<file path="config.mk">
export PLATFORM = sky130hd
export DESIGN_NAME = uart_tx_sched
export DESIGN_NICKNAME = d
export VERILOG_FILES = /design/src/rtl/uart_tx_sched.sv
export SDC_FILE = /design/constraint.sdc
export NUM_CORES = 1
export LEC_CHECK = 0
export CAP_MARGIN = 20
export CORE_ASPECT_RATIO = 1.2
export CORE_MARGIN = 2
export CORE_UTILIZATION = 34
export DETAILED_ROUTE_END_ITERATION = 10
export GPL_TIMING_DRIVEN = 0
export HOLD_SLACK_MARGIN = 0.05
export PLACE_DENSITY = 0.81
export SLEW_MARGIN = 0
export SYNTH_ARGS = -nofsm -noshare
export SYNTH_HDL_FRONTEND = slang
export SYNTH_SLANG_ARGS = --single-unit
</file>
<file path="constraint.sdc">
create_clock -name clk -period 2.3 [get_ports clk]
set_input_delay 0.345 -clock clk [delete_from_list [all_inputs] [get_ports clk]]
set_output_delay 0.345 -clock clk [all_outputs]
set_load 0.02 [all_outputs]
</file>
<file path="src/rtl/uart_tx_sched.sv">
// Round-robin scheduler sharing one uart_tx register port among N_REQ byte requesters; init writes BAUD then CTRL.
// Ready pulses in CHECK (>=3 cycles from IDLE); requesters hold valid until ready; grants wait for STATUS[0]=0 and enable_i.
module uart_tx_sched #(
  parameter int          N_REQ     = 2,
  parameter logic [31:0] BAUD_DIV  = 32'h1B8,
  parameter int          MAX_RETRY = 3
) (
  input  logic                 clk,
  input  logic                 rst,
  input  logic [N_REQ-1:0]     req_valid_i,
  input  logic [8*N_REQ-1:0]   req_data_i,
  output logic [N_REQ-1:0]     req_ready_o,
  input  logic                 enable_i,
  output logic                 uart_req_o,
  output logic                 uart_we_o,
  output logic [31:0]          uart_addr_o,
  output logic [31:0]          uart_data_o,
  input  logic [31:0]          uart_data_i,
  output logic                 busy_o,
  output logic [2:0]           grant_id_o,
  output logic                 err_o
);

  typedef enum logic [2:0] {INIT_BAUD, INIT_CTRL, IDLE, WRITE, CHECK} state_t;

  state_t      state_q, state_d;
  logic [2:0]  last_q, last_d;
  logic [2:0]  grant_q, grant_d;
  logic [7:0]  byte_q, byte_d;
  logic [7:0]  retry_q, retry_d;
  logic        err_q, err_d;

  logic        hi_hit, lo_hit, rr_hit;
  logic [2:0]  hi_idx, lo_idx, rr_idx;
  logic [7:0]  rr_byte;
  logic        done;
  logic        we_c;
  logic [31:0] addr_c, data_c;

  // Only STATUS[0] carries meaning for this master.
  logic unused_rdata;
  assign unused_rdata = ^uart_data_i[31:1];

  // Round-robin: first valid index above last grant, else first valid index from 0.
  always_comb begin
    hi_hit  = 1'b0;
    lo_hit  = 1'b0;
    hi_idx  = 3'd0;
    lo_idx  = 3'd0;
    rr_byte = 8'h00;
    for (int i = 0; i < N_REQ; i++) begin
      if (!hi_hit && req_valid_i[i] && (3'(i) > last_q)) begin
        hi_hit = 1'b1;
        hi_idx = 3'(i);
      end
      if (!lo_hit && req_valid_i[i]) begin
        lo_hit = 1'b1;
        lo_idx = 3'(i);
      end
    end
    rr_hit = hi_hit | lo_hit;
    rr_idx = hi_hit ? hi_idx : lo_idx;
    for (int i = 0; i < N_REQ; i++) begin
      if (rr_idx == 3'(i)) rr_byte = req_data_i[8*i +: 8];
    end
  end

  always_comb begin
    state_d = state_q;
    last_d  = last_q;
    grant_d = grant_q;
    byte_d  = byte_q;
    retry_d = retry_q;
    err_d   = err_q;
    done    = 1'b0;
    we_c    = 1'b0;
    addr_c  = 32'h4;
    data_c  = 32'h0;
    busy_o  = 1'b1;
    case (state_q)
      INIT_BAUD: begin
        we_c    = 1'b1;
        addr_c  = 32'h8;
        data_c  = BAUD_DIV;
        state_d = INIT_CTRL;
      end
      INIT_CTRL: begin
        we_c    = 1'b1;
        addr_c  = 32'h0;
        data_c  = 32'h1;
        state_d = IDLE;
      end
      IDLE: begin
        busy_o = 1'b0;
        if (enable_i && !uart_data_i[0] && rr_hit) begin
          state_d = WRITE;
          grant_d = rr_idx;
          byte_d  = rr_byte;
          retry_d = 8'd0;
        end
      end
      WRITE: begin
        we_c    = 1'b1;
        addr_c  = 32'hC;
        data_c  = {24'h0, byte_q};
        state_d = CHECK;
      end
      CHECK: begin
        if (uart_data_i[0]) begin
          done    = 1'b1;
          last_d  = grant_q;
          state_d = IDLE;
        end else if ((int'(retry_q) + 1) < MAX_RETRY) begin
          retry_d = retry_q + 8'd1;
          state_d = WRITE;
        end else begin
          err_d   = 1'b1;
          done    = 1'b1;
          last_d  = grant_q;
          state_d = IDLE;
        end
      end
      default: state_d = INIT_BAUD;
    endcase
  end

  always_comb begin
    req_ready_o = '0;
    for (int i = 0; i < N_REQ; i++) begin
      req_ready_o[i] = done && (grant_q == 3'(i));
    end
  end

  // The bus is held quiet for as long as reset is asserted.
  assign uart_req_o  = rst;
  assign uart_we_o   = rst & we_c;
  assign uart_addr_o = rst ? addr_c : 32'h0;
  assign uart_data_o = rst ? data_c : 32'h0;
  assign grant_id_o  = grant_q;
  assign err_o       = err_q;

  always_ff @(posedge clk or negedge rst) begin
    if (!rst) begin
      state_q <= INIT_BAUD;
      last_q  <= 3'(N_REQ - 1);
      grant_q <= 3'd0;
      byte_q  <= 8'h00;
      retry_q <= 8'd0;
      err_q   <= 1'b0;
    end else begin
      state_q <= state_d;
      last_q  <= last_d;
      grant_q <= grant_d;
      byte_q  <= byte_d;
      retry_q <= retry_d;
      err_q   <= err_d;
    end
  end

endmodule

</file>
==> flow_summary.ini, run 1 <==
[logic_synthesis]
yosys_register_bits = 22
ys.warnings.count = 0
avgSynthCellArea_um2 = 8.853
ys_types = 40
yosysSeqAreaShare = 0.3351
synth_edf_count = 0
ys_async_sr_fraction = 1.000
synth_cells = 186
synth_area_mm2 = 0.001647
yosys_most_used_dff = dfrtp_1

[sta]
fin_crit_ps = 2276
hold_viol = 0
relSlewSlack = 0.3710
rsz0062_at_grt = yes
tightest_slew_ps = 940.4
fin_crit_sh = 0.9895
drv_slew = 0
setup_ws_ps = 24.19
fin_skew_ps = 4.240
final-setup-viol-count = 0
timing.fmax_ghz = 0.4394
tns_ps = 0

[die]
io-pin-count = 126
die_h_um = 80.23
die_area_mm2 = 0.005418
initial_core_util = 0.3558
die_w_um = 67.53
row_count = 27
core_area_mm2 = 0.004628

[detailed_routing]
num_vias = 1420
avgRoutedWirePerCell_um = 10.75
viasPerCell = 4.023
finalWirelength_um = 3795
drcViolationCount = 0
ant_nets = 0
drtIter0Drc = 11
firstDrtPassIters = 4

[global_route]
grt_use_met3 = 0.02801
grt_max_degree = 22
busiest_layer = met2
grt_use_met1 = 0.1543
track_usage = 0.1370
grt_antenna_before_repair = 0
grt_pass1_wl_um = 5761
met2_usage = 0.2471
grt_pass1_vias = 1296
grt_overflow = 0

[setup_path]
required_ps = 2490
cp-start-kind = register
worstPathArrival_ps = 2470
endpoint_kind = register
crit_fanout = 6
worstSetupPathType = register to register

[clock_network]
clk_path_buf_depth = 2
numCtsBuffers = 3
clock-root-buffer = clkbuf_8
htreeDepth = 1
cts_tree = built
clk_latency_ps = 260
cts_sinks = 22
clkTransAtPathRegs_ps = 80

[worst_hold_path]
hp-class = register to register

[layout]
drive_gt1_frac = 0.3254
fin_nets = 350
synthToLayoutAreaGrowth_pct = 52.89
diodes = 0
num-fill-cells = 421

[placement]
post-dp-hpwl_um = 2858
place_ws_ps = -850.9
numPortBuffers = 39
gp_congestion = 0.7412

[job]
cap_violations = 0

[power_and_ir_drop]
p_leak_nw = 1.414
ir_worst_vdd_v = 0.0005279
power_per_cell_area_mw_per_mm2 = 863.0

[outcome]
status = completed
metrics by stage:
stage | std cells | total power (W) | area [µm²] | utilization | hold WS (ps)
after floorplan | 240 | 0.001409 | 1849 | - | 49.41
after global placement | 337 | 0.001754 | 2312 | 0.4996 | 453.6
after detailed placement | 337 | 0.001792 | 2312 | 0.4996 | 460.3
after CTS | 350 | 0.002128 | 2445 | 0.5283 | 54.22
after global routing | 353 | 0.002328 | 2517 | 0.5439 | 493.9
final | 353 | 0.002173 | 2517 | 0.5439 | 475.7
what timing repair did:
action | CTS | global route
resized for setup | 19 | 18
pin swaps | 2 | 4
setup endpoints to repair | 15 | 13
hold endpoints to repair | 21 | 1
setup buffers | 8 | 2
hold buffers | 1 | 1
critical path, cell delays in order (launching register included):
cell and delay [ps]:
dfrtp_2 440, buf_6 120, buf_6 120, a21bo_1 190, mux2i_4 150, nand4_1 180
buf_4 200, buf_4 120, buf_4 120, buf_4 120, buf_4 120, buf_4 120
buf_4 120, o21ai_1 100
kinds of logic (layout without fill, tap and decap cells):
family / after synthesis / after routing / share of synthesized area
AO/OA/AOI/OAI: 29 / 29 / 0.1011
other: 1 / 55 / 0.002277
buffers and inverters: 65 / 120 / 0.2812
adder cells (fa/ha/maj): 1 / 1 / 0.007598
AND/OR/NAND/NOR: 56 / 56 / 0.1991
XOR/XNOR: 1 / 1 / 0.005320
flip-flops: 22 / 22 / 0.3351
multiplexers: 11 / 11 / 0.06839
registers in the layout (all words and copies together), names as in the netlist:
register	flops
byte_q	8
grant_id_o	1
err_o	1
state_q	3
last_q	1
retry_q	8
cells in the mapped netlist, types with 3 or more instances:
master | instances | share of area
o21ai_0 | 5 | 0.015
nor2_1 | 21 | 0.048
a21oi_1 | 16 | 0.049
nand2_1 | 4 | 0.0091
nor2b_1 | 8 | 0.030
nor3_1 | 3 | 0.0091
mux2i_1 | 9 | 0.055
buf_4 | 58 | 0.26
dfrtp_1 | 21 | 0.32
and3_1 | 3 | 0.011
inv_1 | 3 | 0.0068
layer usage:
metal  vias up  routed length (µm)
li1        720                   -
met1       631                1353
met2        63                2052
met3         6                 319
met4         0                  70
met5         -                   0
layout by cell type, fill, tap and decap left out, drive strengths merged, types with 2 or more instances in the layout:
cell and count:
dlymetal6s2s 7, nand2 6, and3 4, nor2b 8, mux2 2, o21ai 6, a21oi 16, nand2b 2
dlygate4sd3 2, buf 72, or3 2, mux2i 9, clkbuf 5, clkdlybuf4s50 28, nor2 23, inv 5
o211ai 2, nor3 4, conb 55, nand3 2, dfrtp 21
path summary, 6_finish.rpt:
| path | start | endpoint | slack [ps] | depth (start not counted) |
|---|---|---|---|---|
| max in group asynchronous | rst | retry_q[0] | 840 | 2 |
| worst min register to register | err_o | err_o | 480 | 1 |
| worst max-delay path | retry_q[0] | state_q[0] | 20 | 13 |
| worst min-delay path | err_o | err_o | 480 | 1 |
| worst max register to register | retry_q[0] | state_q[0] | 20 | 13 |
| min in group asynchronous | rst | last_q[0] | 630 | 2 |
where the power goes:
part | internal (W) | switching (W)
sequential | 0.000531 | 0.000115
combinational | 0.000584 | 0.000700
clock | 0.000123 | 0.000119
layout make-up:
| type | instances | area (µm²) | area share |
|---|---|---|---|
| plain buffers | 60 | 444.2 | 0.1764 |
| multi-input cells | 153 | 885.9 | 0.3519 |
| inverters | 5 | 18.77 | 0.007455 |
| clock buffers | 4 | 45.04 | 0.01789 |
| well taps | 58 | 72.57 | 0.02883 |
| repair buffers | 51 | 496.7 | 0.1973 |
| flip-flops and latches | 22 | 554.3 | 0.2202 |
(Power assumes the default switching activity.)
==> run 2: changes to the inputs <==
--- a/config.mk
+++ b/config.mk
@@ -10,9 +10,10 @@
 export CORE_MARGIN = 2
 export CORE_UTILIZATION = 34
 export DETAILED_ROUTE_END_ITERATION = 10
+export GPL_ROUTABILITY_DRIVEN = 0
 export GPL_TIMING_DRIVEN = 0
 export HOLD_SLACK_MARGIN = 0.05
-export PLACE_DENSITY = 0.81
+export PLACE_DENSITY_LB_ADDON = 0.3
 export SLEW_MARGIN = 0
 export SYNTH_ARGS = -nofsm -noshare
 export SYNTH_HDL_FRONTEND = slang
==> flow_summary.ini, run 2 (synthesis gave the netlist of run 1 again) <==
[outcome]
status = completed

[layout]
final_util = 0.5337
synthToLayoutAreaGrowth_pct = 50.00
final_cell_mix = buf_4, conb_1, clkdlybuf4s50_1, nor2_1, dfrtp_1
diodes = 0
final_area_mm2 = 0.002470
fin_nets = 344
drive_gt1_frac = 0.3080
top_regs = byte_q: 8 flops, retry_q: 8 flops, state_q: 3 flops
final_cells = 347
layout_commonest_cell = buf_4

[global_route]
grt_pass1_vias = 1203
busiest_layer = met2
grt_overflow = 0
grt_antenna_before_repair = 0
grt_use_met3 = 0.04062
grt_max_degree = 22
met2_usage = 0.2225
grt_use_met1 = 0.1467
grt_pass1_wl_um = 5382
track_usage = 0.1261

[die]
die_area_mm2 = 0.005418
die_w_um = 67.53
core_area_mm2 = 0.004628
die_h_um = 80.23
io-pin-count = 126
initial_core_util = 0.3558
row_count = 27

[clock_network]
cts_tree = built
htreeDepth = 1
clk_path_buf_depth = 2
numCtsBuffers = 3
clock-root-buffer = clkbuf_8
clkTransAtPathRegs_ps = 80
clk_latency_ps = 250
cts_sinks = 22

[sta]
timing.fmax_ghz = 0.4562
drv_slew = 0
tns_ps = 0
fin_skew_ps = 3.457
tightest_slew_ps = 616.6
rsz0062_at_grt = no
relSlewSlack = 0.5889
final-setup-viol-count = 0
fin_crit_ps = 2192
fin_crit_sh = 0.9531
hold_viol = 0

[detailed_routing]
avgRoutedWirePerCell_um = 9.669
finalWirelength_um = 3355
ant_nets = 0
viasPerCell = 3.948
drtIter0Drc = 18
firstDrtPassIters = 4
drcViolationCount = 0
num_vias = 1370

[setup_path]
cp-start-kind = register
reg2regPathDepth = 6
slowest_delay_ps = 610
timing.rr.start = retry_q[1]
r2r-end = retry_q[1]
crit_chain = buf_2 > nor2b_2 > and3_1 > clkdlybuf4s50_1
crit_fanout = 10
endpoint_kind = output pin
rrSetupSlack_ps = 410
timing.critical_path.slowest_stage_cell = clkdlybuf4s50_1
worstPathArrival_ps = 1850
worstSetupPathType = register to output pin
required_ps = 1960

[power_and_ir_drop]
ir_worst_vdd_v = 0.0004913
p_leak_nw = 1.386
power_per_cell_area_mw_per_mm2 = 845.6

[placement]
place_inst = 338
post-dp-hpwl_um = 2735
place_area_mm2 = 0.002340
numPortBuffers = 39

[job]
cap_violations = 0

[worst_hold_path]
hp-class = input pin to asynchronous set/reset pin
## run 2: report_power, final
group          internal (W)  leakage (nW)  switching [W]
logic              0.000514          1.09       0.000656
registers          0.000533         0.270       0.000113
clock network      0.000152        0.0288       0.000121
## run 2: worst max-delay path: cells and delay by family (launching register included)
family,cells,cell delay [ps]
simple gates,2,350
buf+inv,2,820
flops,1,420
## run 2: worst max-delay path by stage
stage	from	end	slack, ps	cells after the start
2_1_floorplan	retry_q[0]	retry_q[1]	460	6
3_3_place_gp	rst	uart_we_o	-910	4
3_5_place_dp	rst	uart_data_o[0]	-410	6
4_1_cts	state_q[0]	uart_data_o[3]	0.9	5
5_1_grt	state_q[2]	uart_data_o[2]	20	4
6_report	state_q[2]	uart_data_o[2]	110	4
## run 2: cell type report
type	count	area (µm²)
well taps	58	72.57
clock buffers	4	55.05
flip-flops and latches	22	555.5
inverters	5	18.77
fillers	434	2158
plain buffers	60	444.2
repair buffers	45	461.7
multi-input cells	153	862.1
## run 2: layer usage
| metal | share of wire | routed length [µm] |
|---|---|---|
| met5 | 0 | 0 |
| met4 | 0.0057 | 19 |
| met3 | 0.12 | 387 |
| met2 | 0.50 | 1684 |
| met1 | 0.38 | 1264 |
## run 2: timing repair
item | 4_1_cts | 5_1_grt
hold endpoints to repair | 5 | 0
gates resized for setup | 18 | 10
endpoints found under the setup margin | 15 | 11
setup buffers | 3 | 1
pin swaps | 2 | 1
cloned | 0 | 0
hold buffers | 1 | 0
## run 2: through the flow
| step | power [W] | hold WS (ps) | setup slack, ps |
|---|---|---|---|
| 6_report | 0.002088 | 142.9 | 107.8 |
| 5_1_grt | 0.002251 | 140.5 | 24.17 |
| 4_1_cts | 0.002094 | 133.7 | 0.8709 |
| 3_5_place_dp | 0.001789 | 453.7 | -413.4 |
| 3_3_place_gp | 0.001763 | 452.3 | -910.8 |
| 2_1_floorplan | 0.001409 | 49.41 | 460.7 |
